**src/rtl/pulse_window_counter_if.sv**
```systemverilog
// Bus between the pulse/tick sources and the window counter, plus the
// window history it publishes to the averager.
interface pulse_window_counter_if;
  logic       pulse_in;
  logic       sec_tick;
  logic       clear;
  logic [5:0] count1;
  logic [5:0] count2;
  logic [5:0] count3;
  logic [5:0] count4;
  logic [5:0] count_live;
  logic       window_done;
  logic       hist_full;

  modport master (
    output pulse_in, sec_tick, clear,
    input  count1, count2, count3, count4, count_live, window_done, hist_full
  );

  modport slave (
    input  pulse_in, sec_tick, clear,
    output count1, count2, count3, count4, count_live, window_done, hist_full
  );
endinterface

```
**src/rtl/pulse_window_counter.sv**
```systemverilog
// Counts debounced sensor pulses per WINDOW_SEC-second window and keeps
// the last four completed window counts for the downstream averager.
//
// state   | meaning
// EMPTY   | no window completed since reset/clear
// FILLING | 1..3 windows completed, average not yet valid
// FULL    | 4+ windows completed, hist_full asserted until reset/clear
module pulse_window_counter #(
  parameter int WINDOW_SEC     = 15,
  parameter int LOCKOUT_CYCLES = 1_000_000
) (
  input logic                    clk,
  input logic                    rst_n,
  pulse_window_counter_if.slave  bus
);
  localparam logic [7:0]  SEC_LAST  = 8'(WINDOW_SEC - 1);
  localparam logic [19:0] LOCK_LOAD = 20'(LOCKOUT_CYCLES);

  typedef enum logic [1:0] {
    EMPTY   = 2'd0,
    FILLING = 2'd1,
    FULL    = 2'd2
  } fill_state_t;

  fill_state_t state, state_nxt;
  logic [2:0]  fill, fill_nxt;
  logic        full_nxt;

  logic        s1, s2, s3;
  logic        acc_q;
  logic [19:0] lock_cnt;
  logic [7:0]  sec_cnt;
  logic [5:0]  c1, c2, c3, c4, live;
  logic [5:0]  live_plus;
  logic        done_q, full_q;
  logic        pulse_edge, accept, win_end;

  assign pulse_edge = s2 & ~s3;
  assign accept     = pulse_edge & (lock_cnt == 20'd0);
  assign win_end    = bus.sec_tick & (sec_cnt == SEC_LAST);
  assign live_plus  = (acc_q && (live != 6'd63)) ? live + 6'd1 : live;

  // Sync chain, lockout and accept stage ignore clear so a clear can never
  // fabricate or swallow an edge.
  always_ff @(posedge clk) begin
    if (!rst_n) begin
      s1       <= 1'b0;
      s2       <= 1'b0;
      s3       <= 1'b0;
      acc_q    <= 1'b0;
      lock_cnt <= 20'd0;
    end else begin
      s1    <= bus.pulse_in;
      s2    <= s1;
      s3    <= s2;
      acc_q <= accept;
      if (accept)
        lock_cnt <= LOCK_LOAD;
      else if (lock_cnt != 20'd0)
        lock_cnt <= lock_cnt - 20'd1;
    end
  end

  always_ff @(posedge clk) begin
    if (!rst_n) begin
      c1      <= 6'd0;
      c2      <= 6'd0;
      c3      <= 6'd0;
      c4      <= 6'd0;
      live    <= 6'd0;
      sec_cnt <= 8'd0;
      done_q  <= 1'b0;
    end else if (bus.clear) begin
      c1      <= 6'd0;
      c2      <= 6'd0;
      c3      <= 6'd0;
      c4      <= 6'd0;
      live    <= 6'd0;
      sec_cnt <= 8'd0;
      done_q  <= 1'b0;
    end else if (win_end) begin
      c1      <= live_plus;
      c2      <= c1;
      c3      <= c2;
      c4      <= c3;
      live    <= 6'd0;
      sec_cnt <= 8'd0;
      done_q  <= 1'b1;
    end else begin
      live   <= live_plus;
      done_q <= 1'b0;
      if (bus.sec_tick)
        sec_cnt <= sec_cnt + 8'd1;
    end
  end

  always_ff @(posedge clk) begin
    if (!rst_n) begin
      state  <= EMPTY;
      fill   <= 3'd0;
      full_q <= 1'b0;
    end else begin
      state  <= state_nxt;
      fill   <= fill_nxt;
      full_q <= full_nxt;
    end
  end

  always_comb begin
    state_nxt = state;
    fill_nxt  = fill;
    if (bus.clear) begin
      state_nxt = EMPTY;
      fill_nxt  = 3'd0;
    end else if (win_end) begin
      case (state)
        EMPTY: begin
          state_nxt = FILLING;
          fill_nxt  = 3'd1;
        end
        FILLING: begin
          fill_nxt = fill + 3'd1;
          if (fill == 3'd3)
            state_nxt = FULL;
        end
        FULL: begin
          state_nxt = FULL;
          fill_nxt  = 3'd4;
        end
        default: begin
          state_nxt = EMPTY;
          fill_nxt  = 3'd0;
        end
      endcase
    end
  end

  // hist_full is registered alongside the state so the averager sees a clean flop.
  always_comb begin
    full_nxt = (state_nxt == FULL);
  end

  assign bus.count1      = c1;
  assign bus.count2      = c2;
  assign bus.count3      = c3;
  assign bus.count4      = c4;
  assign bus.count_live  = live;
  assign bus.window_done = done_q;
  assign bus.hist_full   = full_q;
endmodule

```
**src/flat_wrapper.sv**
```systemverilog
// flat-port wrapper written by rule: the top's interface ports become plain ports
module pulse_window_counter_flat 
#(
  parameter int WINDOW_SEC     = 15,
  parameter int LOCKOUT_CYCLES = 1_000_000
)
  (clk, rst_n, bus_pulse_in, bus_sec_tick, bus_clear, bus_count1, bus_count2, bus_count3, bus_count4, bus_count_live, bus_window_done, bus_hist_full);
  pulse_window_counter_if bus_i ();
  input logic clk;
  input logic rst_n;
  input wire logic [$bits(bus_i.pulse_in)-1:0] bus_pulse_in;
  input wire logic [$bits(bus_i.sec_tick)-1:0] bus_sec_tick;
  input wire logic [$bits(bus_i.clear)-1:0] bus_clear;
  output wire logic [$bits(bus_i.count1)-1:0] bus_count1;
  output wire logic [$bits(bus_i.count2)-1:0] bus_count2;
  output wire logic [$bits(bus_i.count3)-1:0] bus_count3;
  output wire logic [$bits(bus_i.count4)-1:0] bus_count4;
  output wire logic [$bits(bus_i.count_live)-1:0] bus_count_live;
  output wire logic [$bits(bus_i.window_done)-1:0] bus_window_done;
  output wire logic [$bits(bus_i.hist_full)-1:0] bus_hist_full;
  assign bus_i.pulse_in = bus_pulse_in;
  assign bus_i.sec_tick = bus_sec_tick;
  assign bus_i.clear = bus_clear;
  assign bus_count1 = bus_i.count1;
  assign bus_count2 = bus_i.count2;
  assign bus_count3 = bus_i.count3;
  assign bus_count4 = bus_i.count4;
  assign bus_count_live = bus_i.count_live;
  assign bus_window_done = bus_i.window_done;
  assign bus_hist_full = bus_i.hist_full;
  pulse_window_counter #(.WINDOW_SEC(WINDOW_SEC), .LOCKOUT_CYCLES(LOCKOUT_CYCLES)) u_core (.clk(clk), .rst_n(rst_n), .bus(bus_i));
endmodule
```
**config.mk**
```make
export PLATFORM = sky130hd
export DESIGN_NAME = pulse_window_counter_flat
export DESIGN_NICKNAME = d
export VERILOG_FILES = /design/src/rtl/pulse_window_counter_if.sv /design/src/rtl/pulse_window_counter.sv /design/src/flat_wrapper.sv
export SDC_FILE = /design/constraint.sdc
export NUM_CORES = 1
export LEC_CHECK = 0
export CAP_MARGIN = 10
export CORE_MARGIN = 5
export CORE_UTILIZATION = 55
export DETAILED_ROUTE_END_ITERATION = 10
export GPL_TIMING_DRIVEN = 0
export PLACE_DENSITY = 0.87
export SETUP_SLACK_MARGIN = 0.2
export SYNTH_ARGS = -nofsm -noshare
export SYNTH_HDL_FRONTEND = slang
export SYNTH_SLANG_ARGS = --single-unit
```
**constraint.sdc**
```tcl
create_clock -name clk -period 2.4 [get_ports clk]
set_input_delay 0.6 -clock clk [delete_from_list [all_inputs] [get_ports clk]]
set_output_delay 0.6 -clock clk [all_outputs]
set_load 0.01 [all_outputs]
```
==> impl_metrics.json <==
{
  "outcome": "completed",
  "core_sq_um": 5170,
  "synthTopCellsByCount": "dfxtp_1 (69), nand2_1 (59), a21oi_1 (43), nor2_1 (28), o21ai_0 (19)",
  "critical_path_required_ns": 2.67,
  "dp_cells": 463,
  "ys_seq_area_frac": 0.466,
  "dp_hpwl_mm": 4.78,
  "whs_ns": 0.450,
  "synth_top_area_cell": "dfxtp_1",
  "ir_drop_uv": 1290,
  "drt_iter0_markers": 186,
  "avgRoutedWirePerCell_um": 14.8,
  "reg2reg_to": "u_core.lock_cnt[18]$_SDFFE_PN0P_",
  "die_area_sq_um": 6960,
  "synth.area.top_cells": "dfxtp_1 (47%), nand2_1 (7.5%), a21oi_1 (7.3%)",
  "place_area_sq_um": 3410,
  "rsz0062_at_grt": "yes",
  "drive_gt1_frac": 0.0925,
  "die_x_um": 83.4,
  "yosys.cell_count.top_type": "dfxtp_1",
  "start_util": 0.574,
  "final_antenna_net_count": 0,
  "ys_ff_latch": 69,
  "clkTransAtPathRegs_ns": 0.07,
  "finalClockSkew_ns": 0.00809,
  "hold_end": "u_core.s2$_SDFF_PN0_",
  "worstSetupStartpointType": "flop",
  "arrival_ns": 2.39,
  "synthArstFlopShare": 0,
  "ioPinCount": 37,
  "slowest_delay_ns": 0.48,
  "clock_path_buffers": 2,
  "grt_antenna_before_repair": 0,
  "finalHoldViolations": 0,
  "syn_area_sq_um": 2970,
  "grtUsageTotal": 0.205,
  "cp_common_cell": "buf_6",
  "place_congestion": 0.866,
  "finalSetupViolations": 0,
  "routed_wl_mm": 7.14,
  "reg2reg_from": "u_core.lock_cnt[10]$_SDFFE_PP0N_",
  "vias": 2792,
  "rows": 26,
  "n_antenna_cell": 0,
  "hp-start": "u_core.s1$_SDFF_PN0_",
  "startpoint": "u_core.lock_cnt[10]$_SDFFE_PP0N_",
  "cp_max_fo": 9,
  "slew_headroom": 0.456,
  "power_density_nw_per_um2": 1200,
  "cpMaxStageDelayCell": "or4_4",
  "period_share": 0.882,
  "grt_pass1_wl_mm": 11.8,
  "route.detailed.drc": 0,
  "synth_nets": 368,
  "syn_inst": 357,
  "port_buffers": 36,
  "grt_pass1_vias": 2581,
  "worstSetupPathType": "flop to flop",
  "synth_top_flop_cell": "dfxtp_1",
  "hold_buffers": 0,
  "grt_start_max_net_pins": 12,
  "drtPass1Iterations": 5,
  "via_per_inst": 5.80,
  "cp_cell_sequence": "buf_6, or3_1, buf_6, or4_4, or4_1, a21oi_1",
  "fmax_ghz": 0.472,
  "clockRootBuffer": "clkbuf_8",
  "r2r_slack_ns": 0.28,
  "cts_htree_levels": 3,
  "min_period_ns": 2.12,
  "r2r_cells": 6,
  "utilization": 0.724,
  "final_area_sq_um": 3740,
  "die_y_um": 83.4,
  "fin_nets": 418,
  "cts_tree": "built",
  "tightest_slew_ns": 0.810,
  "worst_setup_path_end_kind": "flop",
  "leakage_nw": 1.34,
  "fin_cells": 481,
  "yosys_warnings": 0,
  "area_delta_synth_final_pct": 26.2,
  "synth_cell_type_count": 40,
  "syn_area_per_cell_sq_um": 8.31,
  "maxCapViolCount": 0,
  "cts_num_sinks": 69,
  "min_path_type": "flop to flop",
  "cts_buffers": 9,
  "slew_violations": 0,
  "min_path_cells": 1,
  "grt-ovfl-total": 0,
  "yosysTopAreaCellShare": 0.466,
  "clock_latency_ns": 0.34,
  "synth_edf_count": 0
}
worst max-delay path, delay by kind of cell, from the launching register on:
family / cells / cell delay [ns]
flops: 1 / 0.31
compound gates: 1 / 0.14
buf+inv: 2 / 0.28
simple gates: 3 / 1.32
layout by cell type, fill, tap and decap left out, drive strengths merged, types with 2 or more instances in the layout:
cell and n:
dfxtp 69, nand2 59, a21oi 43, clkdlybuf4s50 36, nor2 28, clkbuf 26
o21ai 19, nand3 11, nand4 9, nor3 9, buf 8, inv 7
xor2 7, or3 7, and3 6, ha 6, nor4 6, or4 6
and2 5, o31ai 5, nand2b 4, mux2i 4, nand4b 4, a211oi 3
o311a 3, bufinv 3, o311ai 3, o21a 2, a2111oi 2, nor2b 2
registers in the layout, summed over array words and instances (netlist names), 2 cells and up:
name / flops
u_core.bus.count2: 6
u_core.lock_cnt: 20
u_core.sec_cnt: 8
u_core.bus.count3: 6
u_core.bus.count_live: 6
u_core.bus.count1: 6
u_core.fill: 3
u_core.state: 2
u_core.bus.count4: 6
how the worst max path moves through the flow:
stage	end	slack [ns]	cells past startpoint
2_1_floorplan	u_core.lock_cnt[18]$_SDFFE_PN0P_	0.36	6
3_3_place_gp	u_core.fill[2]$_SDFFE_PP0N_	-0.27	8
3_5_place_dp	u_core.fill[2]$_SDFFE_PP0N_	-0.28	8
4_1_cts	u_core.lock_cnt[17]$_SDFFE_PN0P_	0.21	6
5_1_grt	u_core.fill[2]$_SDFFE_PP0N_	0.15	8
6_report	u_core.lock_cnt[18]$_SDFFE_PN0P_	0.28	6
cell families (layout without fill, tap and decap cells):
group	after synthesis	in the layout	share of synthesized area
AND/OR/NAND/NOR	158	158	0.264
AO/OA/AOI/OAI	85	85	0.168
flip-flops	69	69	0.466
buffers and inverters	27	81	0.0392
XOR/XNOR	8	8	0.0236
adder cells (fa/ha/maj)	6	6	0.0253
multiplexers	4	4	0.0135
through the flow:
stage / power, mW / setup slack (ns) / TNS [ns]
floorplan: 2.68 / 0.362 / 0
detailed placement: 3.04 / -0.275 / -7.36
finish: 4.49 / 0.283 / 0
global route: 4.75 / 0.149 / 0
CTS: 4.23 / 0.213 / 0
global placement: 3.00 / -0.274 / -7.00
layer usage:
metal	global-route usage	part of all wire	wire length (um)	vias up
li1	-	-	-	1378
met1	0.242	0.42	3030	1311
met2	0.345	0.50	3600	93
met3	0.0713	0.059	418	10
met4	0.0716	0.012	86	0
met5	0	0	0	-
what timing repair did:
| item | CTS | global route |
|---|---|---|
| endpoints found under the hold margin | 0 | 0 |
| gates resized for setup | 8 | 18 |
| endpoints found under the setup margin | 33 | 53 |
| setup buffers | 0 | 3 |
| pin swaps | 0 | 1 |
layout make-up:
cell class / instances / area [sq um]
repair buffers: 39 / 383
inverters: 7 / 26.3
clock inverters: 4 / 95.1
clock buffers: 11 / 151
fillers: 375 / 1430
well taps: 70 / 87.6
plain buffers: 20 / 110
multi-input cells: 261 / 1510
flip-flops and latches: 69 / 1380
power breakdown:
group / internal, mW / switching (mW) / total [mW]
clock: 0.739 / 0.407 / 1.15
combinational: 0.754 / 1.11 / 1.86
sequential: 1.30 / 0.185 / 1.48
No activity file was read; power rests on OpenSTA's default activity.
